File: config.mk
export PLATFORM = sky130hd
export DESIGN_NAME = normalize_shift_module
export DESIGN_NICKNAME = d
export VERILOG_FILES = /design/src/rtl/normalize_shift_module_pkg.sv /design/src/rtl/lzc24.sv /design/src/rtl/normalize_shift_module.sv
export SDC_FILE = /design/constraint.sdc
export NUM_CORES = 1
export LEC_CHECK = 0
export BUFFER_PORTS_ARGS = -buffer_cell sky130_fd_sc_hd__buf_2
export CAP_MARGIN = 10
export CORE_MARGIN = 2
export CORE_UTILIZATION = 55
export DETAILED_ROUTE_END_ITERATION = 16
export GPL_ROUTABILITY_DRIVEN = 0
export PLACE_DENSITY = 0.73
export SETUP_SLACK_MARGIN = 0.4
export SYNTH_ARGS = -nofsm -noshare
export SYNTH_HDL_FRONTEND = slang
export SYNTH_HIERARCHICAL = 1
export SYNTH_SLANG_ARGS = --single-unit
export TNS_END_PERCENT = 10
File: constraint.sdc
create_clock -name clk -period 3 [get_ports clk]
set_input_delay 0.45 -clock clk [delete_from_list [all_inputs] [get_ports clk]]
set_output_delay 0.45 -clock clk [all_outputs]
set_load 0.02 [all_outputs]
File: src/rtl/normalize_shift_module_pkg.sv
// Shared FPU definitions for the normalize/shift stage: FSM state encoding,
// default field widths and the saturated (all-ones) exponent value.
package normalize_shift_module_pkg;

  localparam int unsigned MANT_W_DEF = 23;
  localparam int unsigned EXP_W_DEF  = 8;

  // Exponent field value that marks overflow/infinity at the default width.
  localparam logic [EXP_W_DEF-1:0] EXP_MAX = '1;

  typedef logic [1:0] norm_state_t;

  localparam norm_state_t IDLE  = 2'd0;
  localparam norm_state_t EVAL  = 2'd1;
  localparam norm_state_t SHIFT = 2'd2;
  localparam norm_state_t DONE  = 2'd3;

endpackage

File: src/rtl/lzc24.sv
// 24-bit leading-zero counter for the single-cycle normalize shift.
// Only compiled when NORM_FAST_LZC_EN is defined; empty otherwise.
`ifdef NORM_FAST_LZC_EN
module lzc24 (
  input  logic [23:0] data_i,
  output logic [4:0]  count_o
);

  // Scan upward so the highest set bit makes the final assignment; all-zero gives 24.
  always_comb begin
    count_o = 5'd24;
    for (int i = 0; i < 24; i++) begin
      if (data_i[i]) count_o = 5'(23 - i);
    end
  end

endmodule
`endif

File: src/rtl/normalize_shift_module.sv
// Post-add normalization: takes the raw adder sum plus the common exponent,
// fixes a carry-out with a right shift, or left-normalizes until the hidden
// bit is set (stopping at the denormal boundary), and flags zero, overflow and
// underflow. Handshaked on both sides; one operand in flight at a time.
// Build option: define NORM_FAST_LZC_EN to do the whole left shift in one cycle
// via lzc24 (requires MANT_W = 23); results are identical either way.
module normalize_shift_module
  import normalize_shift_module_pkg::*;
#(
  parameter int unsigned MANT_W = MANT_W_DEF,
  parameter int unsigned EXP_W  = EXP_W_DEF
) (
  input  logic              clk,
  input  logic              rst_n,
  input  logic              in_valid,
  output logic              in_ready,
  input  logic              Sign_in,
  input  logic [MANT_W+1:0] Mantissa_sum,
  input  logic [EXP_W-1:0]  EXP_in,
  output logic              out_valid,
  input  logic              out_ready,
  output logic              Sign_out,
  output logic [MANT_W-1:0] Mantissa_norm,
  output logic [EXP_W-1:0]  EXP_norm,
  output logic              overflow,
  output logic              underflow,
  output logic              zero
);

  // Exponent math carries one spare bit so increments/decrements never wrap.
  localparam logic [EXP_W:0] ExpOne = (EXP_W+1)'(1);
  localparam logic [EXP_W:0] ExpMax = {1'b0, {EXP_W{1'b1}}};

  norm_state_t       state_q, state_d;
  logic [MANT_W+1:0] work_q, work_d;
  logic [EXP_W:0]    exp_q, exp_d;
  logic              sign_q, sign_d;
  logic [MANT_W-1:0] mant_q, mant_d;
  logic [EXP_W-1:0]  expn_q, expn_d;
  logic              ovf_q, ovf_d;
  logic              unf_q, unf_d;
  logic              zero_q, zero_d;

  logic [EXP_W:0]    exp_inc;
  logic [MANT_W:0]   sh_work;
  logic [EXP_W:0]    sh_exp;

`ifdef NORM_FAST_LZC_EN
  logic [4:0]     lzc;
  logic [EXP_W:0] lzc_ext;
  logic [EXP_W:0] exp_room;
  logic [EXP_W:0] shamt;

  lzc24 u_lzc (
    .data_i  (work_q[MANT_W:0]),
    .count_o (lzc)
  );

  // Whole normalize in one step, clamped so the exponent never drops below 1.
  always_comb begin
    lzc_ext  = (EXP_W+1)'(lzc);
    exp_room = exp_q - ExpOne;
    shamt    = (lzc_ext < exp_room) ? lzc_ext : exp_room;
    sh_work  = work_q[MANT_W:0] << shamt;
    sh_exp   = exp_q - shamt;
  end
`else
  // One bit per cycle; at exponent 1 there is no room left, so hold.
  always_comb begin
    if (exp_q > ExpOne) begin
      sh_work = work_q[MANT_W:0] << 1;
      sh_exp  = exp_q - ExpOne;
    end else begin
      sh_work = work_q[MANT_W:0];
      sh_exp  = exp_q;
    end
  end
`endif

  // FSM next-state and result datapath.
  always_comb begin
    state_d = state_q;
    work_d  = work_q;
    exp_d   = exp_q;
    sign_d  = sign_q;
    mant_d  = mant_q;
    expn_d  = expn_q;
    ovf_d   = ovf_q;
    unf_d   = unf_q;
    zero_d  = zero_q;
    exp_inc = exp_q + ExpOne;

    unique case (state_q)
      IDLE: begin
        if (in_valid) begin
          work_d  = Mantissa_sum;
          exp_d   = {1'b0, EXP_in};
          sign_d  = Sign_in;
          ovf_d   = 1'b0;
          unf_d   = 1'b0;
          zero_d  = 1'b0;
          state_d = EVAL;
        end
      end
      EVAL: begin
        if (work_q == '0) begin
          zero_d  = 1'b1;
          expn_d  = '0;
          mant_d  = '0;
          state_d = DONE;
        end else if (work_q[MANT_W+1]) begin
          // Carry out: renormalize right; saturate instead of wrapping.
          if (exp_inc >= ExpMax) begin
            ovf_d  = 1'b1;
            expn_d = '1;
            mant_d = '0;
          end else begin
            expn_d = exp_inc[EXP_W-1:0];
            mant_d = work_q[MANT_W:1];
          end
          state_d = DONE;
        end else if (work_q[MANT_W] || exp_q == '0) begin
          expn_d  = exp_q[EXP_W-1:0];
          mant_d  = work_q[MANT_W-1:0];
          state_d = DONE;
        end else begin
          state_d = SHIFT;
        end
      end
      SHIFT: begin
        work_d = {1'b0, sh_work};
        exp_d  = sh_exp;
        if (sh_work[MANT_W]) begin
          expn_d  = sh_exp[EXP_W-1:0];
          mant_d  = sh_work[MANT_W-1:0];
          state_d = DONE;
        end else if (sh_exp <= ExpOne) begin
          // Ran out of exponent before the hidden bit appeared: denormal.
          unf_d   = 1'b1;
          expn_d  = '0;
          mant_d  = sh_work[MANT_W-1:0];
          state_d = DONE;
        end
      end
      DONE: begin
        if (out_ready) state_d = IDLE;
      end
      default: state_d = IDLE;
    endcase
  end

  // State and result registers with synchronous active-low reset.
  always_ff @(posedge clk) begin
    if (!rst_n) begin
      state_q <= IDLE;
      work_q  <= '0;
      exp_q   <= '0;
      sign_q  <= 1'b0;
      mant_q  <= '0;
      expn_q  <= '0;
      ovf_q   <= 1'b0;
      unf_q   <= 1'b0;
      zero_q  <= 1'b0;
    end else begin
      state_q <= state_d;
      work_q  <= work_d;
      exp_q   <= exp_d;
      sign_q  <= sign_d;
      mant_q  <= mant_d;
      expn_q  <= expn_d;
      ovf_q   <= ovf_d;
      unf_q   <= unf_d;
      zero_q  <= zero_d;
    end
  end

  assign in_ready      = (state_q == IDLE);
  assign out_valid     = (state_q == DONE);
  assign Sign_out      = sign_q;
  assign Mantissa_norm = mant_q;
  assign EXP_norm      = expn_q;
  assign overflow      = ovf_q;
  assign underflow     = unf_q;
  assign zero          = zero_q;

endmodule

# [After elaboration in Yosys (flattened, before gate mapping)]
# Index checks and enable logic that the tools add are counted.
# W data, S select, Z words.
[totals] out_inout_bits=37 regBits=71 elab_cells=79 input_bits=38
[classes] n_reduce_logical=14 eq_ne=13 n_addsub=2 magnitude_cmp=3 mux=38
[op_table] operator="$mux W23" n=6
[op_table] operator="$pmux W25 S2" n=1
[op_table] operator="$mux W8" n=6
[op_table] operator="$pmux W23 S2" n=1
[op_table] operator="$logic_not A25 Y1" n=1
[op_table] operator="$mux W25" n=1
[op_table] operator="$mux W24" n=1
[op_table] operator="$mux W9" n=2
[op_table] operator="$pmux W9 S2" n=1
[op_table] operator="$pmux W8 S2" n=1
[op_table] operator="$ne A2 B2 Y1 const B" n=7
[op_table] operator="$mux W1" n=10
[op_table] operator="$add A9 B1 Y9 const B" n=1
[op_table] operator="$ge A9 B8 Y1 const B" n=1
[op_table] operator="$gt A9 B1 Y1 const B" n=1
[op_table] operator="$le A9 B1 Y1 const B" n=1
[op_table] operator="$logic_not A9 Y1" n=1
[op_table] operator="$reduce_and A3 Y1" n=3
[op_table] operator="$sub A9 B1 Y9 const B" n=1
[op_table] operator="$mux W2" n=4
[op_table] operator="$pmux W2 S4" n=1
[op_table] operator="$pmux W1 S2" n=3
[op_table] operator="$reduce_bool A2 Y1" n=3
[op_table] operator="$reduce_and A5 Y1" n=1
[op_table] operator="other kinds (9)" n=11

# [Depth between registers and ports, before layout]
[depth] ltp_word=6 ltp_mapped=11

# [Worst setup path before layout]
# No wires, ideal clock.
[synth_timing] path_kind="reg-to-reg" start="register exp_q[1]" end="register expn_q[7] (netlist: EXP_norm[7])" arrival_ps=2633 setup_slack_ps=295 stages_incl_launch_ff=11 synth_period_minus_slack_ps=2705 t_required_ps=2928 setup_ps=72 path_cell_list="dfxtp_1 -> clkbuf_1 -> inv_1 -> ha_1 -> or4b_1 -> or4_1 -> nand4_1 -> nor4_4 -> o21ai_4 -> buf_6 -> mux2i_1"
[synth_between] elab_chain_cells=6
[synth_lines] element="start, declared" line_no="normalize_shift_module.sv:36" rtl="logic [EXP_W:0] exp_q, exp_d;"
[synth_lines] element="start signal, assigned" line_no="normalize_shift_module.sv:167" rtl="exp_q <= exp_d;"
[synth_lines] element="$add A9 B1 Y9" line_no="normalize_shift_module.sv:91" rtl="exp_inc = exp_q + ExpOne;"
[synth_lines] element="$ge A9 B8 Y1" line_no="normalize_shift_module.sv:113" rtl="if (exp_inc >= ExpMax) begin"
[synth_lines] element="$mux W8" line_no="normalize_shift_module.sv:113"
[synth_lines] element="$mux W8" line_no="normalize_shift_module.sv:111" rtl="end else if (work_q[MANT_W+1]) begin"
[synth_lines] element="$mux W8" line_no="normalize_shift_module.sv:106" rtl="if (work_q == '0) begin"
[synth_lines] element="$pmux W8 S2" line_no="normalize_shift_module.sv:93" rtl="unique case (state_q)"
[synth_lines] element="end signal, assigned" line_no="normalize_shift_module.sv:170" rtl="expn_q <= expn_d;"
[synth_lines] element="end, declared" line_no="normalize_shift_module.sv:39" rtl="logic [EXP_W-1:0] expn_q, expn_d;"
# Parallel ways exist; a longest one is shown, timed or not.
# A chain may end at the register's enable or synchronous reset.

# [Final worst setup path]
[layout_timing] start="register exp_q[0]" end="register expn_q[1] (netlist: EXP_norm[1])"
# The elaborated chain is that of the path after synthesis.

==> qor.yml <==
timing:
  finalSetupViolations: 0
  fmax_ghz: 0.370
  relSlewSlack_pct: 46.4
  tns_ns: 0
  final-max-slew-violation-count: 0
  finalWorstSetupSlack_ns: 0.298
  hold_violations: 0
  fin_worst_skew_ns: 0.0125
  min_period_ns: 2.70
  fin_crit_sh_pct: 90.1
  worst_slew_pin_slew_ns: 0.784
  rsz0062_at_grt: "yes"
layout:
  multi_input_area_um2: 3520
  area_delta_synth_final_pct: 19.3
  final_cell_mix: "nand2_1 (96), buf_2 (74), a21oi_1 (70)"
  diodes: 0
  drive_above_1_share_pct: 23.8
  fin_area_um2: 6170
  final.fill_count: 808
  seqCellArea_um2: 1440
  layout_commonest_cell: "nand2_1"
  finalNetCount: 783
  fin_util_pct: 67.1
detailed_routing:
  vias: 5703
  ant_nets: 0
  routedWlPerCell_um: 19.3
  route.final.wire_length_um: 16500
  firstDrtPassIters: 5
  drt_first_iter_violations: 584
  drc: 0
  vias_per_cell: 6.69
logic_synthesis:
  synthAdderAreaFrac_pct: 2.18
  synth_edf_count: 0
  synth_compound_area_share_pct: 31.1
  synth-seq-cells: 71
  yosys-mux-area-fraction_pct: 9.94
  netlist_instances: 679
  synth-xor-area-share_pct: 0.677
  seq_area_frac_synth_pct: 27.5
  synth-main-ff-cell: "dfxtp_1"
  yosysWarnings: 6
  syn_area_per_cell_um2: 7.62
  syn-cell-area_um2: 5170
  synth_top_family_by_area: "compound AO/OA/AOI/OAI gates"
  ys_async_sr_fraction_pct: 0
  synthesis.nets: 726
  synthSimpleGateAreaFrac_pct: 21.9
  synth_cell_types: 68
critical_path:
  r2r.worst_path.cells: 9
  reg2reg_from: "exp_q[0]$_SDFFE_PN0P_"
  r2r_end: "EXP_norm[1]$_SDFFE_PN0P_"
  endpoint_kind: "flop"
  worstPathArrival_ns: 2.94
  required_ns: 3.24
  regToRegSetupSlack_ns: 0.30
  cp_max_fo: 27
  critPathKind: "flop to flop"
  start_kind: "flop"
global_routing:
  antenna_found_initial: 0
  grt_max_degree: 58
  overflow: 0
  grt_pass1_vias: 4926
  grt_usage_pct: 31.2
  grt_first_pass_wirelength_um: 25400
die:
  die_h_um: 101
  start_util_pct: 56.2
  pin_count: 75
  core_area_um2: 9200
  rows: 35
  die_area_um2: 10200
  die_x_um: 101
clock_tree:
  clockBufferDepth: 2
  cts.clk_slew.worst_paths_ns: 0.09
  cts-root-buf: "clkbuf_8"
  clock_sinks: 71
  cts_tree: "yes"
  numCtsBuffers: 9
  htree_num_levels: 3
  clk_latency_ns: 0.35
placed_design:
  numPortBuffers: 74
  place_ws_ns: 0.211
  dpl.hpwl_um: 10700
  dpl_cell_area_um2: 5680
power:
  irDropWorstVdd_uv: 728
  power_density_nw_per_um2: 1170
  p_leak_uw: 0.00242
run_status:
  status: "completed"
run:
  cap_violations: 0
worst_hold_path:
  worstHoldEndpoint: "Sign_out$_SDFFE_PN0P_"
  hold_start: "Sign_in"
  hp-class: "input pin to flop"
  worstHoldPathCells: 3
## registers in the layout, summed over array words and instances, names as in the netlist, 2 cells and up
register,count
Mantissa_norm,23
exp_q,9
EXP_norm,8
work_q,25
state_q,2
## layout make-up
type,count,share of cell area (%)
timing repair buffer,120,12.5
clock inverter,7,2.07
clock buffer,9,2.01
tap,111,2.25
multi-input combinational,522,57.0
inverter,12,0.852
sequential,71,23.3
## critical path: stages (launching register included)
cell and delay [ns]:
dfxtp_4 0.40, inv_6 0.04, buf_4 0.15, ha_1 0.33
a21oi_1 0.29, nor4b_2 0.11, buf_12 0.17, a2111oi_0 0.70
o32a_1 0.32, a211oi_1 0.09
## cell usage after synthesis, types with 2 or more instances
library cell  instances  area share, %
a221oi_1              5           0.85
a311oi_1              2           0.34
nand3_1              13            1.3
o32a_1                2           0.39
nor2b_1               3           0.36
mux2i_1              50            9.7
o21a_1                3           0.44
a211oi_1              4           0.58
nor3_1                7           0.68
xor2_1                2           0.34
o311ai_0              3           0.51
or3_1                 8           0.97
o221ai_1              6            1.0
and3_1                7           0.85
clkbuf_1             65            4.7
o21ai_1               4           0.39
buf_6                 2           0.44
o2111a_1              2           0.44
nor3b_1              20            2.9
or4_1                 3           0.44
nor4_1                8           0.97
nand2_1              97            7.0
a2111oi_0            23            3.9
inv_1                12           0.87
nand4_1               7           0.85
or2_2                 3           0.36
dfxtp_1              71             27
a31oi_1               7           0.85
a21oi_1              71            6.9
a21boi_0              3           0.44
o32ai_1               2           0.34
nor2_1               21            1.5
buf_2                 5           0.48
nor3_2                2           0.39
xnor2_1               2           0.34
a211o_1               2           0.34
and2_1                5           0.60
o21ai_0              38            3.7
o211ai_1              4           0.58
o21bai_1              4           0.58
o22ai_1              18            2.2
nand2b_1              3           0.36
ha_1                  9            2.2
or4b_1                2           0.39
o31ai_1              26            3.8
## where the power goes
part / switching, uW / internal, uW
Clock: 417 / 564
Combinational: 2710 / 1780
Sequential: 482 / 1290
Total: 3600 / 3640
## worst max-delay path by stage
stage,from,depth (start not counted),to
after floorplan,exp_q[1]$_SDFFE_PN0P_,10,EXP_norm[7]$_SDFFE_PN0P_
after global placement,exp_q[0]$_SDFFE_PN0P_,7,EXP_norm[1]$_SDFFE_PN0P_
after detailed placement,exp_q[0]$_SDFFE_PN0P_,8,Mantissa_norm[22]$_SDFFE_PN0P_
after CTS,exp_q[0]$_SDFFE_PN0P_,8,Mantissa_norm[22]$_SDFFE_PN0P_
after global routing,exp_q[1]$_SDFFE_PN0P_,10,EXP_norm[5]$_SDFFE_PN0P_
final,exp_q[0]$_SDFFE_PN0P_,9,EXP_norm[1]$_SDFFE_PN0P_
## timing repair
item,in CTS,in global routing
endpoints found under the setup margin,50,50
endpoints found under the hold margin,0,0
setup buffers,4,10
gates resized for setup,14,23
pin swaps,4,12
hold buffers,0,0
## cells by family after synthesis
kind of cell	count (synthesis)
AOI/OAI and AO/OA	240
xor gates and xnor gates	4
adders and majority gates	9
buffers and inverters	86
DFF	71
muxes	51
and+or+nand+nor	218
## metrics by stage
step	hold slack (ns)	power [uW]	cells
3_5_place_dp	0.449	5840	822
4_1_cts	0.346	6920	842
6_report	0.351	7240	852
5_1_grt	0.364	7700	852
3_3_place_gp	0.441	5740	822
2_1_floorplan	0.480	4720	679
## routing by layer
| layer | global-route usage (%) | wire length, um | vias up | part of all wire (%) |
|---|---|---|---|---|
| met3 | 7.14 | 1760 | 42 | 11 |
| met4 | 9.88 | 441 | 0 | 2.7 |
| met5 | 0 | 0 | - | 0 |
| met2 | 43.9 | 7170 | 350 | 44 |
| li1 | - | - | 2657 | - |
| met1 | 46.7 | 7110 | 2654 | 43 |
No activity file was read; power rests on OpenSTA's default activity.
